--- src/rtl/simon_pkg.sv ---
`default_nettype none
// ============================================================================
//  Module      : simon_pkg
//  Description : Shared constants and types for the Simon game datapath.
//                The colour codes are reused by the game FSM and the LED
//                driver, so they are the single source of truth for the
//                button-to-colour mapping.
//  Contents    : COLOR_* codes, NUM_BTN, output-register state type.
//  Revision    : 1.0 - initial release
// ============================================================================
package simon_pkg;

    localparam logic [1:0] COLOR_GREEN  = 2'd0;
    localparam logic [1:0] COLOR_RED    = 2'd1;
    localparam logic [1:0] COLOR_YELLOW = 2'd2;
    localparam logic [1:0] COLOR_BLUE   = 2'd3;

    localparam int NUM_BTN = 4;

    // Output register: EMPTY means no press is waiting for the consumer.
    typedef enum logic [0:0] {
        OUT_EMPTY = 1'b0,
        OUT_FULL  = 1'b1
    } out_state_e;

endpackage : simon_pkg
`default_nettype wire

--- src/rtl/debounce_bit.sv ---
`default_nettype none
// ============================================================================
//  Module      : debounce_bit
//  Description : One button lane: 2-flop synchroniser, stable-level debounce
//                counter and rising-edge detector on the debounced level.
//  Ports       : clock  - system clock, rising edge
//                reset  - synchronous, active-high
//                raw    - asynchronous pad input, active-high
//                rise   - one-cycle pulse when the debounced level goes 0->1
//  Revision    : 1.0 - initial release
// ============================================================================
module debounce_bit #(
    parameter int DEBOUNCE_CYCLES = 16
) (
    input  logic clock,
    input  logic reset,
    input  logic raw,
    output logic rise
);

    localparam int              CNT_W      = $clog2(DEBOUNCE_CYCLES + 1);
    localparam logic [CNT_W-1:0] c_CNT_LAST = CNT_W'(DEBOUNCE_CYCLES - 1);

    logic             r_meta;
    logic             r_sync;
    logic             r_stable;
    logic             r_stable_q;
    logic [CNT_W-1:0] r_cnt;

    always_ff @(posedge clock) begin
        if (reset) begin
            r_meta     <= 1'b0;
            r_sync     <= 1'b0;
            r_stable   <= 1'b0;
            r_stable_q <= 1'b0;
            r_cnt      <= '0;
        end else begin
            r_meta     <= raw;
            r_sync     <= r_meta;
            r_stable_q <= r_stable;
            // The counter measures how long the synchronised level has
            // disagreed with the accepted level; any agreement restarts it,
            // so only an uninterrupted run of DEBOUNCE_CYCLES mismatches
            // moves the accepted level.
            if (r_sync == r_stable) begin
                r_cnt <= '0;
            end else if (r_cnt == c_CNT_LAST) begin
                r_stable <= r_sync;
                r_cnt    <= '0;
            end else begin
                r_cnt <= r_cnt + 1'b1;
            end
        end
    end

    // Driven only by flops, so no combinational path from the pad.
    assign rise = r_stable & ~r_stable_q;

endmodule : debounce_bit
`default_nettype wire

--- src/rtl/button_press_encoder.sv ---
`default_nettype none
// ============================================================================
//  Module      : button_press_encoder
//  Description : Simon game input stage. Debounces four player buttons,
//                encodes a single clean press into a 2-bit colour code and
//                holds it under a valid/ready handshake.
//  Ports       : clock     - system clock, rising edge
//                reset     - synchronous, active-high
//                buttons   - raw pads, bit0=GREEN 1=RED 2=YELLOW 3=BLUE
//                ready     - consumer takes color when valid && ready
//                valid     - color holds an unconsumed press
//                color     - colour code of the held press
//                multi_err - pulse: several buttons rose together, discarded
//                overrun   - pulse: press arrived while valid && !ready, dropped
//  Revision    : 1.0 - initial release
// ============================================================================
module button_press_encoder #(
    parameter int NUM_BTN         = 4,
    parameter int DEBOUNCE_CYCLES = 16
) (
    input  logic               clock,
    input  logic               reset,
    input  logic [NUM_BTN-1:0] buttons,
    input  logic               ready,
    output logic               valid,
    output logic [1:0]         color,
    output logic               multi_err,
    output logic               overrun
);

    import simon_pkg::*;

    logic [NUM_BTN-1:0] w_rise;

    generate
        for (genvar g = 0; g < NUM_BTN; g++) begin : g_btn
            debounce_bit #(
                .DEBOUNCE_CYCLES (DEBOUNCE_CYCLES)
            ) u_debounce (
                .clock (clock),
                .reset (reset),
                .raw   (buttons[g]),
                .rise  (w_rise[g])
            );
        end
    endgenerate

    // ---------------------------------------------------------------- encoder
    logic [2:0] w_rise_cnt;
    logic [1:0] w_code;
    logic       w_press;
    logic       w_multi;

    always_comb begin
        w_rise_cnt = '0;
        w_code     = COLOR_GREEN;
        for (int i = 0; i < NUM_BTN; i++) begin
            if (w_rise[i]) begin
                w_rise_cnt = w_rise_cnt + 3'd1;
                w_code     = 2'(i);
            end
        end
        // w_code is only meaningful when exactly one lane rose.
        w_press = (w_rise_cnt == 3'd1);
        w_multi = (w_rise_cnt > 3'd1);
    end

    // -------------------------------------------------------- output register
    out_state_e r_state;
    out_state_e w_state_n;
    logic [1:0] r_color;
    logic [1:0] w_color_n;
    logic       r_multi_err;
    logic       r_overrun;
    logic       w_overrun_n;

    always_ff @(posedge clock) begin
        if (reset) begin
            r_state     <= OUT_EMPTY;
            r_color     <= 2'd0;
            r_multi_err <= 1'b0;
            r_overrun   <= 1'b0;
        end else begin
            r_state     <= w_state_n;
            r_color     <= w_color_n;
            r_multi_err <= w_multi;
            r_overrun   <= w_overrun_n;
        end
    end

    always_comb begin
        w_state_n   = r_state;
        w_color_n   = r_color;
        w_overrun_n = 1'b0;
        case (r_state)
            OUT_EMPTY: begin
                if (w_press) begin
                    w_state_n = OUT_FULL;
                    w_color_n = w_code;
                end
            end
            OUT_FULL: begin
                if (ready) begin
                    // A press landing on the hand-off cycle replaces the
                    // consumed code without a bubble.
                    if (w_press) begin
                        w_color_n = w_code;
                    end else begin
                        w_state_n = OUT_EMPTY;
                    end
                end else if (w_press) begin
                    w_overrun_n = 1'b1;
                end
            end
            default: begin
                w_state_n = OUT_EMPTY;
            end
        endcase
    end

    assign valid     = (r_state == OUT_FULL);
    assign color     = r_color;
    assign multi_err = r_multi_err;
    assign overrun   = r_overrun;

endmodule : button_press_encoder
`default_nettype wire

--- config.mk ---
export PLATFORM = sky130hd
export DESIGN_NAME = button_press_encoder
export DESIGN_NICKNAME = d
export VERILOG_FILES = /design/src/rtl/simon_pkg.sv /design/src/rtl/debounce_bit.sv /design/src/rtl/button_press_encoder.sv
export SDC_FILE = /design/constraint.sdc
export NUM_CORES = 1
export LEC_CHECK = 0
export CAP_MARGIN = 20
export CELL_PAD_IN_SITES_DETAIL_PLACEMENT = 1
export CELL_PAD_IN_SITES_GLOBAL_PLACEMENT = 1
export CORE_MARGIN = 2
export CORE_UTILIZATION = 32
export DETAILED_ROUTE_END_ITERATION = 10
export PLACE_DENSITY = 0.62
export SYNTH_ARGS = -nofsm -noshare
export SYNTH_HDL_FRONTEND = slang
export SYNTH_SLANG_ARGS = --single-unit
--- constraint.sdc ---
create_clock -name clock -period 2.5 [get_ports clock]
set_input_delay 0.5 -clock clock [delete_from_list [all_inputs] [get_ports clock]]
set_output_delay 0.5 -clock clock [all_outputs]
set_load 0.005 [all_outputs]
# Yosys cells after proc, flatten, opt, wreduce, memory -nomap -nowiden
# Index checks and enable logic that the tools add are counted.
# Widths: inputs -> output; s select.
[word_totals] ff_bits=41 in_bits=7 out_inout_bits=5 wordCells=77
[classes] bitwise=13 magnitude_cmp=1 reduce_logical=9 n_addsub=7 muxes=13 n_eq_ne=10
[op_table] operator="$add 5x1->5 const B" n=4
[op_table] operator="$eq 5x4->1 const B" n=4
[op_table] operator="$reduce_or 3->1" n=5
[op_table] operator="$add 3x1->3 const B" n=3
[op_table] operator="$mux 3" n=3
[op_table] operator="$not 1->1" n=9
[op_table] operator="$mux 2" n=4
[op_table] operator="$reduce_and 2->1" n=4
[op_table] operator="$and 1x1->1" n=4
[op_table] operator="$eq 1x1->1" n=4
[op_table] operator="$mux 1" n=4
[op_table] operator="$pmux 2 s2" n=1
[op_table] operator="$eq 3x1->1 const B" n=1
[op_table] operator="$gt 3x1->1 const B" n=1
[op_table] operator="$ne 2x2->1 const B" n=1
[op_table] operator="$pmux 1 s2" n=1

# Depth between registers and ports, before layout
# Gate-level depths: netlist (run 1).
[depth] word_depth=13 mapped_depth=10 ltp_nobuf=10

# Hierarchy
# Synthesis (run 1) repeated with hierarchy kept, for this count alone.
[unflattened] hier_cells=159 hier_area_um2=1634.1
[modules_own_cells] mod="debounce_bit" seq_area_each_um2=180.2 area_each_um2=319.1 n_inst=4 cells_per_inst=30
[modules_own_cells] mod="button_press_encoder" seq_area_each_um2=100.1 area_each_um2=357.8 n_inst=1 cells_per_inst=39

# Worst setup path before layout (run 1)
# Ideal clock, no wire load.
[synth_path] kind="register to register" start="register g_btn[1].u_debounce.r_stable" end="register r_overrun (netlist: overrun)" t_required_ps=2420 n_path_buf=0 period_less_slack_ps=2196 path_slack_ps=304 stages_incl_launch_ff=9 setup_time_ps=80 arrival_time_ps=2116 path_cell_list="dfxtp_1 -> nor2b_1 -> ha_1 -> xnor2_1 -> ha_1 -> or3b_1 -> nor2_1 -> o21ai_2 -> a211oi_2"
[synth_between] elab_chain_cells=8
[synth_lines] item="from (decl)" line_no="debounce_bit.sv:26" text="logic r_stable;"
[synth_lines] item="from (signal assigned)" line_no="debounce_bit.sv:48" text="r_stable <= r_sync;"
[synth_lines] item="$and 1x1->1 *" line_no="debounce_bit.sv:57" text="assign rise = r_stable & ~r_stable_q;"
[synth_lines] item="$mux 3 *" line_no="button_press_encoder.sv:58" text="if (w_rise[i]) begin"
[synth_lines] item="$add 3x1->3" line_no="button_press_encoder.sv:59" text="w_rise_cnt = w_rise_cnt + 3'd1;"
[synth_lines] item="$mux 3 *" line_no="button_press_encoder.sv:58"
[synth_lines] item="$add 3x1->3" line_no="button_press_encoder.sv:59"
[synth_lines] item="$mux 3 *" line_no="button_press_encoder.sv:58"
[synth_lines] item="$eq 3x1->1 *" line_no="button_press_encoder.sv:64" text="w_press = (w_rise_cnt == 3'd1);"
[synth_lines] item="$mux 1 *" line_no="button_press_encoder.sv:111" text="end else if (w_press) begin"
[synth_lines] item="to (signal assigned)" line_no="button_press_encoder.sv:87" text="r_overrun <= w_overrun_n;"
[synth_lines] item="to (decl)" line_no="button_press_encoder.sv:74" text="logic r_overrun;"
# Mark *: on every way between the ends. The rest lies on a longest branch, timed or not.
# A chain may end at the register's enable or synchronous reset.

# Final worst setup path (run 1)
# Ends and elaborated chain as after synthesis.

==> impl_metrics.yaml, run 1 <==
hold_path:
  holdCritStartpoint: "g_btn[0].u_debounce.r_meta"
  hold_class: "flip-flop to flip-flop"
  holdPathStages: 1
  hold_end: "g_btn[0].u_debounce.r_sync"
synthesis:
  netlist_area_um2: 1700
  synth_area_per_cell_um2: 10.1
  synth_cells: 169
  synth_top_area_cell: "dfxtp_1"
  synth_cell_types: 33
  synth_commonest_cells: "dfxtp_1 (41), nor2_1 (26), inv_1 (13)"
  synth_most_common_cell: "dfxtp_1"
  ys_warn_count: 0
  synth_edf_count: 0
  netlist_top_cells_area: "dfxtp_1 (48%), ha_1 (8.1%), nor2_1 (5.7%), xnor2_1 (5.1%), nor2b_1 (4.4%)"
  ys_seq_area_share_pct: 48.2
  synth_nets: 187
  async_flop_share_pct: 0
  synth_seq_cells: 41
  synth_top_area_share_pct: 48.2
  synthFlopType: "dfxtp_1"
setup_path:
  crit_start: "g_btn[1].u_debounce.r_stable"
  critPathMaxStageDelay_ps: 400
  critPathMaxFanout: 7
  rr_endpoint: "overrun"
  cp-end-kind: "flip-flop"
  crit_path_start_kind: "flip-flop"
  cp_slowest_cell: "or3b_1"
  required_ps: 2720
  path_cells: "nor2b_4 > ha_2 > xnor2_1 > ha_1 > or3b_1 > nor2_1 > o21ai_2 > a211oi_2"
  reg2reg_slack_ps: 220
  critPathKind: "flip-flop to flip-flop"
  worstRegToRegCells: 8
  arrival_ps: 2490
  r2r-start: "g_btn[1].u_debounce.r_stable"
finish:
  syn_to_final_growth_pct: 19.9
  multiInputGateArea_um2: 835
  drive_above_1_share_pct: 12.7
  regArea_um2: 821
  fill_cells: 595
  num-nets-final: 206
  stdcell_area_um2: 2040
  antenna_cells: 0
  finalNonFillerCells: 259
clock_network:
  cts_tree: "built"
  clk_pin_slew_ps: 70
  cts_buffers: 5
  htree_levels: 2
  cts_hold_buf: 0
  root_buffer: "clkbuf_8"
  cts_setup_buffers: 0
  cts.path.max_buffers: 2
  cts_num_sinks: 41
  clock_latency_ps: 290
grt:
  grt_usage_pct: 11.8
  grt_max_degree: 16
  grt_pass1_vias: 1283
  grt_overflow_total: 0
  grt_first_pass_wirelength_um: 5530
  antenna_found_initial: 0
placed_design:
  dpl_cell_area_um2: 1910
  placed_cells: 251
  place.gp.congestion: 0.778
  hpwl_um: 2260
  io_buffer_count: 11
timing:
  fin_crit_sh_pct: 91.1
  fmax_mhz: 439
  hold_viol: 0
  drv_slew: 0
  finalCriticalPeriod_ps: 2280
  worst_pin_slew_ps: 557
  hold_ws_ps: 439
  fin_worst_skew_ps: 7.39
  setup_viol: 0
  relSlewSlack_pct: 62.7
floorplan:
  dieArea_um2: 5920
  initial_core_util_pct: 33.3
  ioPinCount: 12
  rows: 26
  die_w_um: 76.9
  coreArea_um2: 5110
  die_h_um: 76.9
drt:
  wire_per_inst_um: 11.3
  wl_um: 2920
  drc: 0
  ant_nets: 0
  viasPerCell: 4.57
  vias: 1183
  first_pass_iters: 4
  drt_first_iter_violations: 25
outcome:
  outcome: "finished clean"
flow_run:
  maxCapViolCount: 0
power:
  powerDensity_nw_per_um2: 609
  power_leakage_nw: 0.812
  ir_drop_uv: 213
cell type report:
| type | count | area share (%) |
|---|---|---|
| clock inverter | 1 | 1.47 |
| sequential | 41 | 40.2 |
| inverter | 13 | 2.39 |
| multi-input combinational | 113 | 40.9 |
| clock buffer | 7 | 4.23 |
| timing repair buffer | 14 | 6.50 |
| tap | 70 | 4.29 |
stage by stage:
| step | setup slack [ps] | util, % | power, W | TNS (ps) |
|---|---|---|---|---|
| after floorplan | 304 | - | 0.000696 | 0 |
| after global placement | 191 | 37.5 | 0.000711 | 0 |
| after detailed placement | 119 | 37.5 | 0.000713 | 0 |
| after CTS | 89.0 | 39.8 | 0.00127 | 0 |
| after global routing | -7.71 | 40.0 | 0.00130 | -8.47 |
| final | 222 | 40.0 | 0.00124 | 0 |
placed cells by master, fill, tap and decap left out, types with 2 or more instances in the layout:
master | synthesis | routed
a21oi_1 | 2 | 2
a31oi_1 | 2 | 2
and2b_1 | 2 | 2
and3_1 | 4 | 4
buf_4 | 0 | 3
clkbuf_8 | 0 | 6
clkdlybuf4s50_1 | 0 | 11
dfxtp_1 | 41 | 41
ha_1 | 11 | 10
inv_1 | 13 | 13
mux2i_1 | 4 | 4
nand2b_1 | 6 | 6
nand3_1 | 4 | 4
nor2_1 | 26 | 26
nor2_2 | 5 | 5
nor2b_1 | 12 | 11
nor3_2 | 2 | 2
o21ai_0 | 2 | 2
or3_1 | 3 | 3
xnor2_1 | 10 | 10
xor2_1 | 4 | 4
worst max-delay path by stage:
| stage | endpoint | slack (ps) | depth (start not counted) |
|---|---|---|---|
| 2_1_floorplan | overrun | 300 | 8 |
| 3_3_place_gp | overrun | 190 | 8 |
| 3_5_place_dp | valid | 120 | 8 |
| 4_1_cts | valid | 90 | 8 |
| 5_1_grt | color[0] | -8 | 10 |
| 6_report | overrun | 220 | 8 |
state kept, by name, indices dropped and copies added, names as in the netlist:
name,count
g_btn.u_debounce.r_stable,4
multi_err,1
overrun,1
color,2
g_btn.u_debounce.r_sync,4
g_btn.u_debounce.r_stable_q,4
g_btn.u_debounce.r_cnt,20
g_btn.u_debounce.r_meta,4
valid,1
critical path: cells and delay by family (launching register included):
| family | cells | cell delay (ps) |
|---|---|---|
| xor+xnor | 1 | 150 |
| simple gates | 3 | 720 |
| compound gates | 2 | 270 |
| fa+ha+maj | 2 | 670 |
| flops | 1 | 390 |
kinds of logic after synthesis:
family	share of synthesized area [%]
and+or+nand+nor	24.9
buffers and inverters	3.31
AOI/OAI and AO/OA	5.96
adders and majority gates	8.09
xor gates and xnor gates	7.21
DFF	48.2
muxes	2.35
per-layer routing:
layer | up-vias | global-route usage [%] | share of wire (%)
met5 | - | 0 | 0
met4 | 0 | 6.55 | 2.5
met3 | 7 | 3.76 | 4.5
met2 | 15 | 21.0 | 51
met1 | 567 | 12.1 | 42
li1 | 594 | - | -
power breakdown:
group          internal, W  leakage, nW  switching [W]
clock             0.000326       0.0585       0.000221
sequential        0.000661        0.332     0.00000379
combinational    0.0000184        0.422      0.0000137
total              0.00100        0.812       0.000239
timing repair:
item,4_1_cts,5_1_grt
endpoints found under the hold margin,0,0
endpoints found under the setup margin,0,4
gates resized for setup,0,3
Power figures use the tool's default switching activity.
==> inputs of run 2 (changes only) <==
- CORE_MARGIN: 2 -> unset
==> run 2 against run 1 <==
Compared with the run above: critical path depth increased by 2; critical endpoint is now color[0]; flip-flop and latch count unchanged; global-route usage rose by 1.0 points; highest routed layer unchanged; sequential power about the same.
==> impl_metrics.yaml, run 2 (synthesis results as in run 1) <==
timing:
  drv_slew: 0
  fin_worst_skew_ps: 8.07
  rsz0062_at_grt: "no"
  relSlewSlack_pct: 69.6
  setup_viol: 0
  setup_ws_ps: 224
  fmax_mhz: 439
  fin_crit_sh_pct: 91.0
  finalCriticalPeriod_ps: 2280
  fin_tns_setup_ps: 0
  worst_pin_slew_ps: 454
  hold_ws_ps: 448
  hold_viol: 0
power:
  switching_power_w: 0.000238
  pwr-share-comb_pct: 2.9
  clkPwrFrac_pct: 38.6
  swShare_pct: 21.0
  p_int_w: 0.000897
  ir_drop_uv: 247
  pwr-share-seq_pct: 58.5
  powerDensity_nw_per_um2: 564
  power_leakage_nw: 0.805
drt:
  vias: 1190
  viasPerCell: 4.59
  wl_um: 2980
  first_pass_iters: 4
  wire_per_inst_um: 11.5
  drt_first_iter_violations: 8
  drc: 0
  ant_nets: 0
floorplan:
  initial_core_util_pct: 33.3
  coreArea_um2: 5110
  dieArea_um2: 5610
  die_h_um: 74.9
  die_w_um: 74.9
  ioPinCount: 12
  rows: 26
clock_network:
  ctsResizeCount: 0
  cts.path.max_buffers: 2
  root_buffer: "clkbuf_8"
  cts_setup_buffers: 0
  cts_num_sinks: 41
  cts_tree: "built"
  htree_levels: 2
  clock_latency_ps: 290
  clk_pin_slew_ps: 70
  cts_buffers: 5
  cts_hold_buf: 0
grt:
  grt_max_degree: 13
  grt_usage_pct: 12.8
  antenna_found_initial: 0
  grt_overflow_total: 0
  grt_pass1_vias: 1194
  grt_first_pass_wirelength_um: 5160
finish:
  final_common_cell: "dfxtp_1"
  num-nets-final: 207
  largest_register_ffs: 20
  top_register: "g_btn.u_debounce.r_cnt"
  finalNonFillerCells: 259
  drive_above_1_share_pct: 12.7
  syn_to_final_growth_pct: 18.4
  mostFrequentLayoutCells: "dfxtp_1 (41), nor2_1 (26), inv_1 (13)"
  fin_util_pct: 39.4
  antenna_cells: 0
hold_path:
  hold_class: "flip-flop to flip-flop"
setup_path:
  critPathMaxFanout: 4
  crit_path_start_kind: "flip-flop"
  arrival_ps: 2490
  reg2reg_slack_ps: 220
  cp-end-kind: "flip-flop"
  required_ps: 2710
  critPathKind: "flip-flop to flip-flop"
placed_design:
  hpwl_um: 2320
  io_buffer_count: 11
  placed_cells: 252
  place_ws_ps: 212
  place.gp.congestion: 0.817
flow_run:
  maxCapViolCount: 0
outcome:
  outcome: "finished clean"
[run 2: changes by cell type in the layout (fill, tap and decap cells not counted), sizes merged]
cell | previous run | this run
clkbuf | 7 | 6
buf | 3 | 4
clkinvlp | 0 | 1
bufinv | 1 | 0
[run 2: routing by layer]
metal	track usage [%]	share of wire [%]	wire length, um
met1	12.4	41	1210
met2	22.9	52	1560
met3	4.82	3.7	110
met4	7.76	3.1	93
met5	0	0	0
[run 2: final cells by class]
type	count	area (um^2)
Timing Repair Buffer	15	140
Fill cell	595	3090
Sequential cell	41	821
Clock buffer	6	82.6
Clock inverter	1	7.51
Inverter	13	48.8
Tap cell	70	87.6
Multi-Input combinational cell	113	827
[run 2: worst paths after layout]
check                          endpoint  cells after the start                    startpoint
max                            color[0]                     10  g_btn[1].u_debounce.r_stable
min          g_btn[3].u_debounce.r_sync                      1    g_btn[3].u_debounce.r_meta
max reg2reg                    color[0]                     10  g_btn[1].u_debounce.r_stable
min reg2reg  g_btn[3].u_debounce.r_sync                      1    g_btn[3].u_debounce.r_meta
[run 2: stage by stage]
step	instance area, um^2	power, W
finish	2010	0.00114
global placement	1920	0.000711
CTS	2010	0.00116
detailed placement	1920	0.000713
global route	2010	0.00119
floorplan	1700	0.000696
[run 2: worst max-delay path: stages, from the launching register on]
cell	delay [ps]
dfxtp_1	380
nor2b_2	210
inv_1	60
ha_1	230
nor2_1	150
a21o_1	100
ha_1	250
or3b_1	400
nor2_1	130
o21ai_2	100
a31oi_1	180
[run 2: power groups by stage]
stage	clock (W)	sequential, W	combinational (W)
2_1_floorplan	0	0.000679	0.0000170
3_3_place_gp	0	0.000679	0.0000318
3_5_place_dp	0	0.000680	0.0000332
4_1_cts	0.000457	0.000665	0.0000334
5_1_grt	0.000485	0.000665	0.0000365
6_report	0.000438	0.000665	0.0000324
==> inputs of run 3 (changes only) <==
- CORE_UTILIZATION: 32 -> 45
- PLACE_DENSITY: 0.62 -> 0.81
- TNS_END_PERCENT: unset -> 20
==> run 3 against run 2 <==
Compared with the run above: wire length grew 7.2%; total power grew 0.11%; flip-flop and latch count is the same; non-clock buffer count down 1; critical path depth unchanged; first-iteration DRC count rose to 4.5 times the previous value.
==> impl_metrics.yaml, run 3 (synthesis results as in run 1) <==
hold_path:
  holdPathStages: 1
  hold_class: "flip-flop to flip-flop"
  holdCritStartpoint: "g_btn[1].u_debounce.r_meta"
  hold_end: "g_btn[1].u_debounce.r_sync"
drt:
  drc: 0
  first_pass_iters: 3
  drt_first_iter_violations: 36
  wire_per_inst_um: 13.6
  viasPerCell: 4.95
  wl_um: 3190
  ant_nets: 0
  vias: 1159
setup_path:
  cpMostUsedCell: "ha_1"
  critPathMaxStageDelay_ps: 430
  rr_endpoint: "overrun"
  critPathMaxFanout: 4
  crit_start: "g_btn[1].u_debounce.r_stable"
  cp_slowest_cell: "or3b_1"
  path_cells: "nor2b_4 > inv_1 > ha_1 > nor2_2 > a21o_1 > ha_1 > or3b_1 > nor2_1 > o21ai_2 > a211oi_2"
  reg2reg_slack_ps: 160
  critPathKind: "flip-flop to flip-flop"
  cp-end-kind: "flip-flop"
  required_ps: 2720
  r2r-start: "g_btn[1].u_debounce.r_stable"
  arrival_ps: 2560
  crit_path_start_kind: "flip-flop"
  worstRegToRegCells: 10
clock_network:
  cts_hold_buf: 0
  cts.path.max_buffers: 2
  cts_setup_buffers: 0
  root_buffer: "clkbuf_8"
  cts_tree: "built"
  cts_buffers: 5
  clock_latency_ps: 290
  cts_num_sinks: 41
  htree_levels: 2
  clk_pin_slew_ps: 80
power:
  powerDensity_nw_per_um2: 572
  p_total_w: 0.00114
  ir_drop_uv: 376
  power_leakage_nw: 0.801
floorplan:
  die_w_um: 63.5
  coreArea_um2: 3470
  rows: 21
  ioPinCount: 12
  dieArea_um2: 4030
  initial_core_util_pct: 49.1
  die_h_um: 63.5
timing:
  worst_pin_slew_ps: 563
  rsz0062_at_grt: "no"
  hold_viol: 0
  fin_worst_skew_ps: 1.59
  fmax_mhz: 427
  setup_ws_ps: 160
  drv_slew: 0
  relSlewSlack_pct: 62.4
  finalCriticalPeriod_ps: 2340
  setup_viol: 0
  fin_tns_setup_ps: 0
  hold_ws_ps: 439
  fin_crit_sh_pct: 93.6
placed_design:
  hpwl_um: 2400
  place.gp.congestion: 0.810
  place_ws_ps: 44.5
  io_buffer_count: 11
finish:
  mostFrequentLayoutCells: "dfxtp_1 (40), nor2_1 (25), inv_1 (13)"
  largest_register_ffs: 20
  fin_util_pct: 57.3
  antenna_cells: 0
  drive_above_1_share_pct: 13.3
  top_register: "g_btn.u_debounce.r_cnt"
  num-nets-final: 206
  syn_to_final_growth_pct: 16.7
  final_common_cell: "dfxtp_1"
grt:
  grt_overflow_total: 0
  grt_usage_pct: 18.5
  grt_max_degree: 19
  grt_pass1_vias: 1242
  grt_first_pass_wirelength_um: 5620
  antenna_found_initial: 0
flow_run:
  maxCapViolCount: 0
outcome:
  outcome: "finished clean"
## run 3: worst max path at each step
| stage | slack (ps) | endpoint | cells after the start |
|---|---|---|---|
| 2_1_floorplan | 300 | overrun | 8 |
| 3_3_place_gp | 280 | overrun | 10 |
| 3_5_place_dp | 40 | overrun | 10 |
| 4_1_cts | 50 | overrun | 10 |
| 5_1_grt | 10 | overrun | 10 |
| 6_report | 160 | overrun | 10 |
## run 3: report_power, final
group / switching, W / leakage, nW / total [W] / internal, W
clock: 0.000223 / 0.0433 / 0.000441 / 0.000218
sequential: 0.00000397 / 0.333 / 0.000664 / 0.000660
combinational: 0.0000132 / 0.425 / 0.0000307 / 0.0000175
total: 0.000241 / 0.801 / 0.00114 / 0.000896
## run 3: per-stage QoR
step / instance area (um^2) / instances
after floorplan: 1700 / 169
after global placement: 1880 / 227
after detailed placement: 1880 / 227
after CTS: 1980 / 234
after global routing: 1990 / 234
final: 1990 / 234
## run 3: cell type report
class / count / area [um^2]
clock buffer: 6 / 82.6
sequential: 41 / 822
fill: 391 / 1480
clock inverter: 1 / 7.51
multi-input combinational: 113 / 835
inverter: 13 / 48.8
timing repair buffer: 14 / 133
tap: 46 / 57.6
## run 3: what timing repair did
| action | CTS | global route |
|---|---|---|
| resized for setup | 1 | 3 |
| hold endpoints to repair | 0 | 0 |
| endpoints found under the setup margin | 2 | 4 |
## run 3: critical path, delay by kind of cell, from the launching register on
| family | cells | cell delay [ps] |
|---|---|---|
| adders and majority gates | 2 | 500 |
| buffers and inverters | 1 | 60 |
| AOI/OAI and AO/OA | 3 | 420 |
| and+or+nand+nor | 4 | 920 |
| DFF | 1 | 360 |
## run 3: metal layers
layer	track usage, %	up-vias	share of wire (%)
met5	0	-	0
met1	19.1	551	42
li1	-	590	-
met3	5.07	7	2.4
met2	32.6	11	53
met4	11.6	0	2.3
==> RTL edit 1: new RTL, settings of run 1 <==
Remove the register `r_overrun`: a continuous assignment takes its place, so the output `overrun` follows one clock earlier.
--- a/src/rtl/button_press_encoder.sv
+++ b/src/rtl/button_press_encoder.sv
@@ -81,3 +81,2 @@
             r_multi_err <= 1'b0;
-            r_overrun   <= 1'b0;
         end else begin
@@ -86,5 +85,6 @@
             r_multi_err <= w_multi;
-            r_overrun   <= w_overrun_n;
         end
     end
+
+    assign r_overrun = w_overrun_n;
 
Check against the original RTL: no difference found for any inputs over 10 cycles, from zero or initial values and one cycle with reset high; that may be too few to reach the edited logic, so the function may still have changed.
==> RTL edit 1 against run 1 <==
Sequential cell count shrank 1. Setup slack lost 0.42 ns. The run now ends with negative setup slack left. Synthesized cell count shrank 9.5%. Design area shrank 3.3%. Wire length shrank 7.9%. Critical path type is now reg2out. Area after synthesis shrank 8.4%. Total power shrank 11%. Sequential power shrank 2%.
==> RTL edit 1: results (changes against run 1) <==
[critical_path]
r2r_slack_ns=0.47  ; was 0.22 ns
reg2reg_to=color[1]$_SDFFE_PP0P_  ; was overrun$_SDFF_PP0_
cpMaxStageDelayCell=dfxtp_1  ; was or3b_1
path_max_fanout=3  ; was 7
rr_worst_depth=9  ; was 8

[layout]
fin_nets=198  ; was 206
fill_cells=533  ; was 595

[sta]
final.setup.worst_slack_ns=-0.194  ; was 0.222 ns
clock_skew_ns=0.00602  ; was 0.00739 ns
setup_violations=1  ; was 0

[grt]
grt_pass1_vias=1155  ; was 1283
grt_use_met1=0.128  ; was 0.121
grt.total_usage=0.122  ; was 0.118
grt_util_met2=0.206  ; was 0.210

[synthesis]
synthTopCellsByCount=dfxtp_1, nor2_1, nor2b_1, xnor2_1  ; was dfxtp_1, nor2_1, inv_1, nor2b_1, ha_1
synthCells=153  ; was 169
muxShareOfSynthArea=0.0257  ; was 0.0235
syn_nets=169  ; was 187
synth_compound_area_frac=0.0433  ; was 0.0596
ys_types=28  ; was 33
synth_area_leaders=dfxtp_1, ha_1, nor2_1, xnor2_1, nor2b_1  ; unchanged

[placed_design]
gp_congestion=0.767  ; was 0.778
dp_slack_ns=-0.498  ; was 0.119 ns
place_area_um2=1840  ; was 1910 um2
dp_hpwl_mm=2.03  ; was 2.26 mm
dp.cells=242  ; was 251

[worst_hold_path]
min_from=g_btn[1].u_debounce.r_meta$_SDFF_PP0_  ; was g_btn[0].u_debounce.r_meta$_SDFF_PP0_
hold_end=g_btn[1].u_debounce.r_sync$_SDFF_PP0_  ; was g_btn[0].u_debounce.r_sync$_SDFF_PP0_

[drt]
dr_wl_met2_mm=1.36  ; was 1.48 mm
drtPass1Iterations=2  ; was 4
viasPerCell=4.40  ; was 4.57
drt_iter0_drc=37  ; was 25
wl_met1_mm=1.17  ; was 1.23 mm

[outcome]
violations=negative setup slack
status=complete, but fails checks  ; was finished clean

[clocking]
cts_resized=9  ; was 0

[pwr]
ir_drop_uv=354  ; was 213 uV

## RTL edit 1: area by class of cell
class / count / area, um2 / share of cell area
Timing Repair Buffer: 24 / 203 / 0.103
Multi-Input combinational cell: 102 / 762 / 0.386
Clock buffer: 8 / 90.1 / 0.0457
Tap cell: 67 / 83.8 / 0.0425
Sequential cell: 40 / 801 / 0.406
Inverter: 9 / 33.8 / 0.0171
## RTL edit 1: kinds of logic (layout without fill, tap and decap cells)
| logic type | count (synthesis) | count (layout) |
|---|---|---|
| flops | 40 | 40 |
| fa+ha+maj | 10 | 10 |
| mux | 4 | 4 |
| xor+xnor | 15 | 15 |
| simple gates | 63 | 63 |
| compound gates | 10 | 10 |
| buf+inv | 11 | 41 |
## RTL edit 1: power breakdown
part | total (uW) | internal, uW | switching [uW]
Sequential | 649 | 645 | 4.00
Clock | 432 | 225 | 207
Combinational | 30.8 | 17.8 | 13.1
Total | 1110 | 888 | 224
==> RTL edit 2: new RTL, flow settings as in run 1 <==
Without the edit above. `DEBOUNCE_CYCLES` is set to 16 in 2 places; all go to 32.
--- a/src/rtl/debounce_bit.sv
+++ b/src/rtl/debounce_bit.sv
@@ -12,3 +12,3 @@
 module debounce_bit #(
-    parameter int DEBOUNCE_CYCLES = 16
+    parameter int DEBOUNCE_CYCLES = 32
 ) (
--- a/src/rtl/button_press_encoder.sv
+++ b/src/rtl/button_press_encoder.sv
@@ -18,3 +18,3 @@
     parameter int NUM_BTN         = 4,
-    parameter int DEBOUNCE_CYCLES = 16
+    parameter int DEBOUNCE_CYCLES = 32
 ) (
Behaviour: same outputs for any inputs over 10 cycles, from zero or initial values and one cycle with reset high; that may be too few to reach the edited logic, so the function may still have changed.
==> RTL edit 2 against run 1 <==
Sequential share of layout area grew 2.7 points. Total power decreased by 3.7%. Count of clock-buffer cells in the layout down 2. Setup slack improved by 0.098 ns. Design area rose by 2.8%. Wire length increased by 5.3%. Area after synthesis is 6.7% higher. Sequential cell count increased by 4. Final cell count increased by 7.7%.
==> RTL edit 2: results (changes against run 1) <==
[drt]
dr_wl_met2_mm=1.59  ; was 1.48 mm
viasPerCell=4.53  ; was 4.57
wl_met3_um=117  ; was 130 um
wl_met1_mm=1.32  ; was 1.23 mm
drtPass1Iterations=3  ; was 4
wire_per_inst_um=11.0  ; was 11.3 um
drt_iter0_drc=32  ; was 25

[critical_path]
cp_top_family=compound AO/OA/AOI/OAI gates  ; was simple AND/OR/NAND/NOR gates
max_stage_delay_ns=0.37  ; was 0.40 ns
path_max_fanout=6  ; was 7
rr_worst_depth=7  ; was 8
cpMaxStageDelayCell=ha_1  ; was or3b_1
critPathArrivalTime_ns=2.40  ; was 2.49 ns

[sta]
clock_skew_ns=0.00677  ; was 0.00739 ns
final.setup.worst_slack_ns=0.320  ; was 0.222 ns
relSlewSlack=0.747  ; was 0.627
fin_hold_ws_ns=0.449  ; was 0.439 ns

[worst_hold_path]
hold_end=g_btn[1].u_debounce.r_cnt[0]$_SDFF_PP0_  ; was g_btn[0].u_debounce.r_sync$_SDFF_PP0_
min_from=g_btn[1].u_debounce.r_cnt[0]$_SDFF_PP0_  ; was g_btn[0].u_debounce.r_meta$_SDFF_PP0_

[synthesis]
synthTopCellsByCount=dfxtp_1, nor2_1, nor2b_1, xor2_1, xnor2_1  ; was dfxtp_1, nor2_1, inv_1, nor2b_1, ha_1
ys_types=32  ; was 33
syn_nets=203  ; was 187
seq_area_frac_synth=0.496  ; was 0.482

[grt]
grt.total_usage=0.114  ; was 0.118
grt_max_degree=15  ; was 16
grt_pass1_vias=1351  ; was 1283
grt_use_met1=0.117  ; was 0.121

[clocking]
clk_pin_slew_ns=0.09  ; was 0.07 ns

[outcome]
status=finished clean  ; unchanged

[placed_design]
dp_slack_ns=0.303  ; was 0.119 ns
gp_congestion=0.696  ; was 0.778

[layout]
drive_above_1_share=0.0870  ; was 0.127
fin_nets=220  ; was 206

[pwr]
swShare=0.219  ; was 0.192

## RTL edit 2: per-stage QoR
step	util	instances	instance area [um2]
finish	0.381	279	2100
global route	0.381	279	2100
CTS	0.381	279	2100
detailed placement	0.365	271	2010
global placement	0.365	271	2010
floorplan	-	189	1820
## RTL edit 2: cell type report
class,instances,area [um2]
fill,639,3410
clock buffer,5,68.8
clock inverter,3,17.5
inverter,8,30.0
timing repair buffer,13,125
sequential,45,901
multi-input combinational,133,866
tap,72,90.1
## RTL edit 2: logic make-up (layout without fill, tap and decap cells)
kind of cell / count (synthesis) / in the layout / synth area share
AND/OR/NAND/NOR: 86 / 86 / 0.236
flip-flops: 45 / 45 / 0.496
XOR/XNOR: 22 / 22 / 0.106
AO/OA/AOI/OAI: 14 / 14 / 0.0641
buffers and inverters: 11 / 29 / 0.0269
adder cells (fa/ha/maj): 7 / 7 / 0.0482
multiplexers: 4 / 4 / 0.0221
